## config.mk

```make
export PLATFORM = sky130hd
export DESIGN_NAME = fifo_uart_tx
export DESIGN_NICKNAME = d
export VERILOG_FILES = /design/src/rtl/fifo_uart_tx.sv
export SDC_FILE = /design/constraint.sdc
export NUM_CORES = 1
export LEC_CHECK = 0
export BUFFER_PORTS_ARGS = -buffer_cell sky130_fd_sc_hd__buf_4
export CAP_MARGIN = 5
export CORE_ASPECT_RATIO = 1.1
export CORE_MARGIN = 2
export CORE_UTILIZATION = 51
export DETAILED_ROUTE_END_ITERATION = 12
export HOLD_SLACK_MARGIN = 0.12
export PLACE_DENSITY = 0.72
export SLEW_MARGIN = 20
export SYNTH_ARGS = -nofsm -noshare
export SYNTH_HDL_FRONTEND = slang
export SYNTH_SLANG_ARGS = --single-unit
```

## constraint.sdc

```tcl
create_clock -name clk -period 4 [get_ports clk]
set_input_delay 0.4 -clock clk [delete_from_list [all_inputs] [get_ports clk]]
set_output_delay 0.4 -clock clk [all_outputs]
set_load 0.03 [all_outputs]
```

## src/rtl/fifo_uart_tx.sv

```systemverilog
// Serial transmitter that drains a synchronous FIFO with a one-cycle registered read
// latency and shifts each byte out as start bit, DATA_WIDTH data bits LSB first, one stop bit.
module fifo_uart_tx #(
  parameter int DATA_WIDTH   = 8,
  parameter int CLKS_PER_BIT = 16
) (
  input  logic                  clk,
  input  logic                  rst_n,
  input  logic                  enable,
  input  logic                  fifo_empty,
  input  logic [DATA_WIDTH-1:0] fifo_data,
  output logic                  fifo_r_en,
  output logic                  tx,
  output logic                  busy,
  output logic                  tx_done,
  output logic [2:0]            state_dbg
);

  localparam int CW = $clog2(CLKS_PER_BIT);
  localparam int IW = $clog2(DATA_WIDTH) + 1;
  localparam logic [CW-1:0] BAUD_LAST = CW'(CLKS_PER_BIT - 1);
  localparam logic [CW-1:0] BAUD_PREV = CW'(CLKS_PER_BIT - 2);
  localparam logic [IW-1:0] BIT_LAST  = IW'(DATA_WIDTH - 1);

  if (CLKS_PER_BIT < 2) begin : g_bad_cfg
    $error("fifo_uart_tx: CLKS_PER_BIT must be at least 2");
  end

  typedef enum logic [2:0] {
    S_IDLE, S_FETCH, S_LOAD, S_START, S_DATA, S_STOP
  } state_t;

  // Handshake: fifo_r_en is a one-cycle read strobe, only issued when fifo_empty was low
  // in IDLE; the FIFO presents the popped word on fifo_data during the following cycle.
  state_t                state;
  logic [CW-1:0]         baud;
  logic [IW-1:0]         bit_idx;
  logic [DATA_WIDTH-1:0] shreg;
  logic [DATA_WIDTH-1:0] shreg_shift;

  assign shreg_shift = shreg >> 1;
  assign state_dbg   = state;

  // Outputs are registered: each transition loads the value the next state drives.
  always_ff @(posedge clk or negedge rst_n) begin
    if (!rst_n) begin
      state     <= S_IDLE;
      baud      <= '0;
      bit_idx   <= '0;
      shreg     <= '0;
      tx        <= 1'b1;
      fifo_r_en <= 1'b0;
      busy      <= 1'b0;
      tx_done   <= 1'b0;
    end else begin
      fifo_r_en <= 1'b0;
      tx_done   <= 1'b0;
      case (state)
        S_IDLE: begin
          if (enable && !fifo_empty) begin
            state     <= S_FETCH;
            fifo_r_en <= 1'b1;
            busy      <= 1'b1;
          end
        end
        S_FETCH: state <= S_LOAD;
        S_LOAD: begin
          shreg   <= fifo_data;
          bit_idx <= '0;
          baud    <= '0;
          tx      <= 1'b0;
          state   <= S_START;
        end
        S_START: begin
          if (baud == BAUD_LAST) begin
            baud  <= '0;
            tx    <= shreg[0];
            state <= S_DATA;
          end else begin
            baud <= baud + 1'b1;
          end
        end
        S_DATA: begin
          if (baud == BAUD_LAST) begin
            baud    <= '0;
            shreg   <= shreg_shift;
            bit_idx <= bit_idx + 1'b1;
            if (bit_idx == BIT_LAST) begin
              tx    <= 1'b1;
              state <= S_STOP;
            end else begin
              tx <= shreg_shift[0];
            end
          end else begin
            baud <= baud + 1'b1;
          end
        end
        S_STOP: begin
          if (baud == BAUD_LAST) begin
            baud  <= '0;
            busy  <= 1'b0;
            state <= S_IDLE;
          end else begin
            baud <= baud + 1'b1;
            // Raise tx_done so it is high exactly in the final stop-bit cycle.
            if (baud == BAUD_PREV) tx_done <= 1'b1;
          end
        end
        default: begin
          state <= S_IDLE;
          busy  <= 1'b0;
          tx    <= 1'b1;
        end
      endcase
    end
  end

endmodule

```

After elaboration in Yosys (flattened, before gate mapping)

Cells that the tools add are included.

$add $sub $neg: 2
Equality and inequality tests: 13
Multiplexer cells: 24
Bitwise operators: 2
Reduce and logical (&&, ||, !) cells: 12

Operators by type and width:

| kind                | count |
|---|---|
| $pmux 3 s6          | 1 |
| $pmux 4 s2          | 2 |
| $pmux 8 s2          | 1 |
| $mux 3              | 5 |
| $mux 1              | 10 |
| $ne 2x2->1 const B  | 5 |
| $add 4x1->4 const B | 2 |
| $eq 4x4->1 const B  | 2 |
| $mux 4              | 2 |
| $mux 8              | 1 |
| $eq 3x2->1 const B  | 2 |
| $eq 3x3->1 const B  | 2 |
| $reduce_and 3->1    | 2 |
| $reduce_or 3->1     | 2 |
| $reduce_and 5->1    | 1 |
| $eq 4x3->1 const B  | 1 |
| $pmux 1 s4          | 1 |
| $reduce_bool 2->1   | 2 |
| $reduce_or 4->1     | 1 |
| $eq 3x1->1 const B  | 1 |
| $logic_not 3->1     | 1 |
| $pmux 1 s3          | 1 |
| $not 1->1           | 2 |
| $reduce_and 2->1    | 1 |
| 2 further kinds     | 2 |

Register bits: 23
Bits of input ports: 12
Output and inout port bits: 7
Logic and storage cells: 61

Logic depth before layout (Yosys ltp)

Depth in word-level cells: 4
Gate-level depth with buffers: 6
Gate-level depth less buffers: 5

Worst setup path before layout

Ideal clock, no wire load.

Path kind: flip-flop to flip-flop
Start: register state[2], in the netlist state_dbg[2]
End: register shreg[0]
Library setup time: 125 ps
Arrival: 1,584 ps
Required time: 3,875 ps
Slack: 2,291 ps
Cell stages (with the launch flop): 6
Buffers on the path: 2
Clock period less this slack: 1,709 ps
Path through: dfrtp_1 buf_6 nor3b_4 buf_6 mux2_2 mux2_2

Word-level cells in the longest chain between the ends: 3
Elaborated cells on any way between the ends: 6
Those cells by class: 3 x eq/ne; 1 x mux; 2 x reduce/logical

Ends and longest elaborated chain:

| what                                                             | line | RTL |
|---|---|---|
| start, declared                                                  | 35   | `state_t state;` |
| start signal, assigned                                           | 47   | `state <= S_IDLE;` |
| start signal, assigned                                           | 61   | `state <= S_FETCH;` |
| start signal, assigned                                           | 66   | `S_FETCH: state <= S_LOAD;` |
| $eq 3x3->1 or $eq 3x2->1 (tied branches)                         | 58   | `case (state)` |
| $ne 2x2->1 (no source line) or $reduce_bool 2->1 (tied branches) | n/a  |  |
| $reduce_and 2->1 (no source line)                                | n/a  |  |
| end signal, assigned                                             | 68   | `shreg <= fifo_data;` |
| end signal, assigned                                             | 86   | `shreg <= shreg_shift;` |
| end, declared                                                    | 38   | `logic [DATA_WIDTH-1:0] shreg;` |

Parallel ways exist; a longest one is shown, timed or not.
A chain may end at the register's enable or synchronous reset.

Worst setup path in the final report

Start: register state[2], in the netlist state_dbg[2]
End: register tx

Word-level cells in the longest chain between the ends: 4
Elaborated cells on any way between the ends: 12
Those cells by class: 7 x eq/ne; 1 x mux; 1 x bitwise; 3 x reduce/logical

Ends and longest elaborated chain:

| what                                                               | line | RTL |
|---|---|---|
| parallel branches: the longest is 4 deep, another holds $pmux 1 s4 | n/a  |  |
| end signal, assigned                                               | 77   | `tx <= shreg[0];` |
| end signal, assigned                                               | 92   | `tx <= shreg_shift[0];` |
| end, declared                                                      | 13   | `output logic tx,` |

Several ways; the timed one is not identified.

==> summary.md <==
| Metric | Value |
|---|---|
| Netlist cell types | 37 |
| Sw Share | between 20 and 25% |
| CTS Buf Count | 3 |
| Dpl cell area | 0.00146 sq mm |
| Post-synth EDFFs | 0 |
| Sequential cell area | 577 sq um |
| CTS tree | built |
| H-tree level count | 1 |
| Static leakage | 0.680 nW |
| Sequential cell fraction of total power | 64.8% |
| Worst Hold Class | primary input to flop |
| Ports | 19 |
| Routed WL per cell | 14.1 microns |
| CP max stage cell | dfrtp_1 |
| Core Footprint | 0.00250 sq mm |
| Critical Path Start Type | flop |
| Area occupied by multi-input gates | 686 sq um |
| Finished Core Util | 59.9% |
| Syn Nets | 151 |
| Via count | 1062 |
| Antenna viol nets, final | 0 |
| Post-route cell area | 0.00150 sq mm |
| Slew @ Worst Pin | 0.768 ns |
| Power per cell area | 247 mW/mm^2 |
| Ranking of synthesized cells by area | dfrtp_1 41%, mux2_2 13%, a21oi_1 4.5%, o21ai_0 4.5%, ha_1 2.8% |
| Switching Power | between 70 and 80 uW |
| Placed cells | 176 |
| DRT iter0 DRCs | 22 |
| Number of inserted diodes | 0 |
| Longest Clk Path Bufs | 2 |
| Number of max-cap violations | 0 |
| Crit-path cells | nor3b_4 -> o21ai_1 -> a221o_1 -> mux2_2 |
| Cell Int Power | roughly 290 uW |
| Crit path DAT | 2.38 ns |
| Die area | 0.00307 sq mm |
| DRC errors left | 0 |
| Global route overflow | 0 |
| Initial core utilization | a little over half |
| Synthesized instance count | 136 |
| Clock transition at the registers of the reported paths | 0.12 ns |
| Die height | 57.9 microns |
| Vias in the first global route | 1039 |
| Fin crit share | between 50% and 60% |
| Final net count | 166 |
| Largest net degree at the start of global routing | 24 |
| First-pass GRT wire length | 4550 microns |
| Area leader, netlist | dfrtp_1 |
| CP Class | flop to flop |
| Filler cell count | 237 |
| Comb power frac | 6.0% |
| Max incr delay on CP | 0.74 ns |
| GP Congestion | 0.771 |
| Clock share of power | 29.1% |
| Most common cell after layout, fill and taps aside | dfrtp_1 |
| Max FO, Critical Path | 20 |
| Fin crit period | 2.14 ns |
| Post-synthesis area per instance | slightly below 10 sq um |
| Post-Syn Area | 0.00135 sq mm |
| Synth async-reset ratio | between 90% and 100% |
| Worst-Skew Late Latency | 0.30 ns |
| Layout Skew | about 0.0014 ns |
| Worst-case headroom to the max-slew limit | 48.8% |
| Area grow syn2layout | 11.1% |
| Ratio of cells with drive above 1 in the final layout | 27.3% |
| Post-synth top flop | dfrtp_1 |
| Synth top area share | between 40 and 50% |
| Setup TNS | 0 ns |
| Initial antenna violation count | 0 |
| Max Freq | 468 MHz |
| Status | finished, final reports clean |
| Synth Register Bits | 23 |
| Setup ws final | 1.86 ns |
| IO Port Bufs | 18 |
| Via-per-instance ratio | about 5.9 |
| Dpl hpwl | 1810 microns |
| RSZ-0062 raised after global routing | no |
| Sink Count | 23 |
| Endpoints failing setup | 0 |
| Critical Path RT | 4.25 ns |
| Final Max Tran Viols | 0 |
| Hold WS | 0.384 ns |
| Commonest non-fill, non-tap cells in the layout | 22 x dfrtp_1, 18 x buf_4, 15 x mux2_2 |
| Hold Vio Cnt, Final | 0 |
| Root Buffer | clkbuf_4 |
| Critical Path Sink Type | flop |
| Design Power | ~370 uW |
| Wirelength, routed | 2550 microns |
| Final non-filler cell total | 181 |
| Post-place setup slack | between 1.5 and 2 ns |
| Maximum VDD drop | between 0.15 and 0.2 mV |
| Tot GR Track Use | 19.4% |
| Drt pass-1 iters | 5 |
| DIE WIDTH | 53.0 microns |
| Site Rows | 19 |
| Sequential fraction of the synthesis area | 42.8% |
| YS warnings | 0 |
## area by class of cell
class | count | share of cell area, %
sequential | 23 | 38.6
clock buffer | 4 | 1.76
inverter | 6 | 1.51
multi-input combinational | 98 | 45.9
tap | 31 | 2.59
timing repair buffer | 19 | 9.71
## layer usage
layer  up-vias  part of all wire (%)  wire [microns]  track usage, %
met4         0                  0.74              19            4.76
met5         -                     0               0               0
met1       511                    44            1120            23.9
li1        523                     -               -               -
met2        26                    52            1330            35.4
met3         2                   3.3              83            2.32
## synthesized netlist by cell type, drive strengths merged, types with 2 or more instances
cell type	instances
a32oi	2
o21ai	13
a31oi	4
a21oi	12
ha	3
nand2b	3
and3	2
nand2	8
nor3	5
inv	5
dfrtp	22
nand3	5
nor2	9
a211oi	2
buf	7
mux2	15
clkbuf	2
## registers in the layout (all words and copies together) (netlist names)
| register | flops |
|---|---|
| fifo_r_en | 1 |
| bit_idx | 4 |
| tx_done | 1 |
| busy | 1 |
| shreg | 8 |
| baud | 4 |
| state_dbg | 3 |
| tx | 1 |
## power groups by stage
stage               clock network [mW]  logic [mW]  registers [mW]
CTS                              0.112      0.0231           0.239
floorplan                            0     0.00682           0.244
finish                           0.108      0.0223           0.239
global route                     0.121      0.0256           0.240
detailed placement                   0      0.0223           0.244
global placement                     0      0.0216           0.243
## repair_timing
action / 4_1_cts / 5_1_grt
setup endpoints to repair: 0 / 0
hold buffers: 1 / 0
gates resized for setup: 0 / 0
hold endpoints to repair: 22 / 0
setup buffers: 0 / 0
## logic make-up (layout without fill, tap and decap cells)
| kind of cell | Yosys count | after routing | share of synthesized area (%) |
|---|---|---|---|
| adders and majority gates | 3 | 3 | 2.79 |
| DFF | 23 | 23 | 42.8 |
| muxes | 16 | 16 | 13.3 |
| AOI/OAI and AO/OA | 42 | 42 | 19.2 |
| buffers and inverters | 15 | 29 | 6.23 |
| and+or+nand+nor | 37 | 37 | 15.6 |
## critical path, delay by kind of cell (launching register included)
kind               cells  cell delay [ns]
DFF                    1             0.74
and+or+nand+nor        1             0.55
AOI/OAI and AO/OA      2             0.52
muxes                  1             0.27
## path summary, 6_finish.rpt
check | cells after the start | slack [ns] | to | start
max | 4 | 1.86 | tx$_DFFE_PN1P_ | state_dbg[2]$_DFFE_PN0P_
min | 3 | 0.38 | fifo_r_en$_DFF_PN0_ | fifo_empty
max reg2reg | 4 | 1.86 | tx$_DFFE_PN1P_ | state_dbg[2]$_DFFE_PN0P_
min reg2reg | 1 | 0.52 | shreg[7]$_DFFE_PN0P_ | shreg[7]$_DFFE_PN0P_
max in group asynchronous | 2 | 3.22 | tx$_DFFE_PN1P_ | rst_n
min in group asynchronous | 2 | 0.50 | fifo_r_en$_DFF_PN0_ | rst_n
Note: power is estimated with default switching activity, not from simulation.
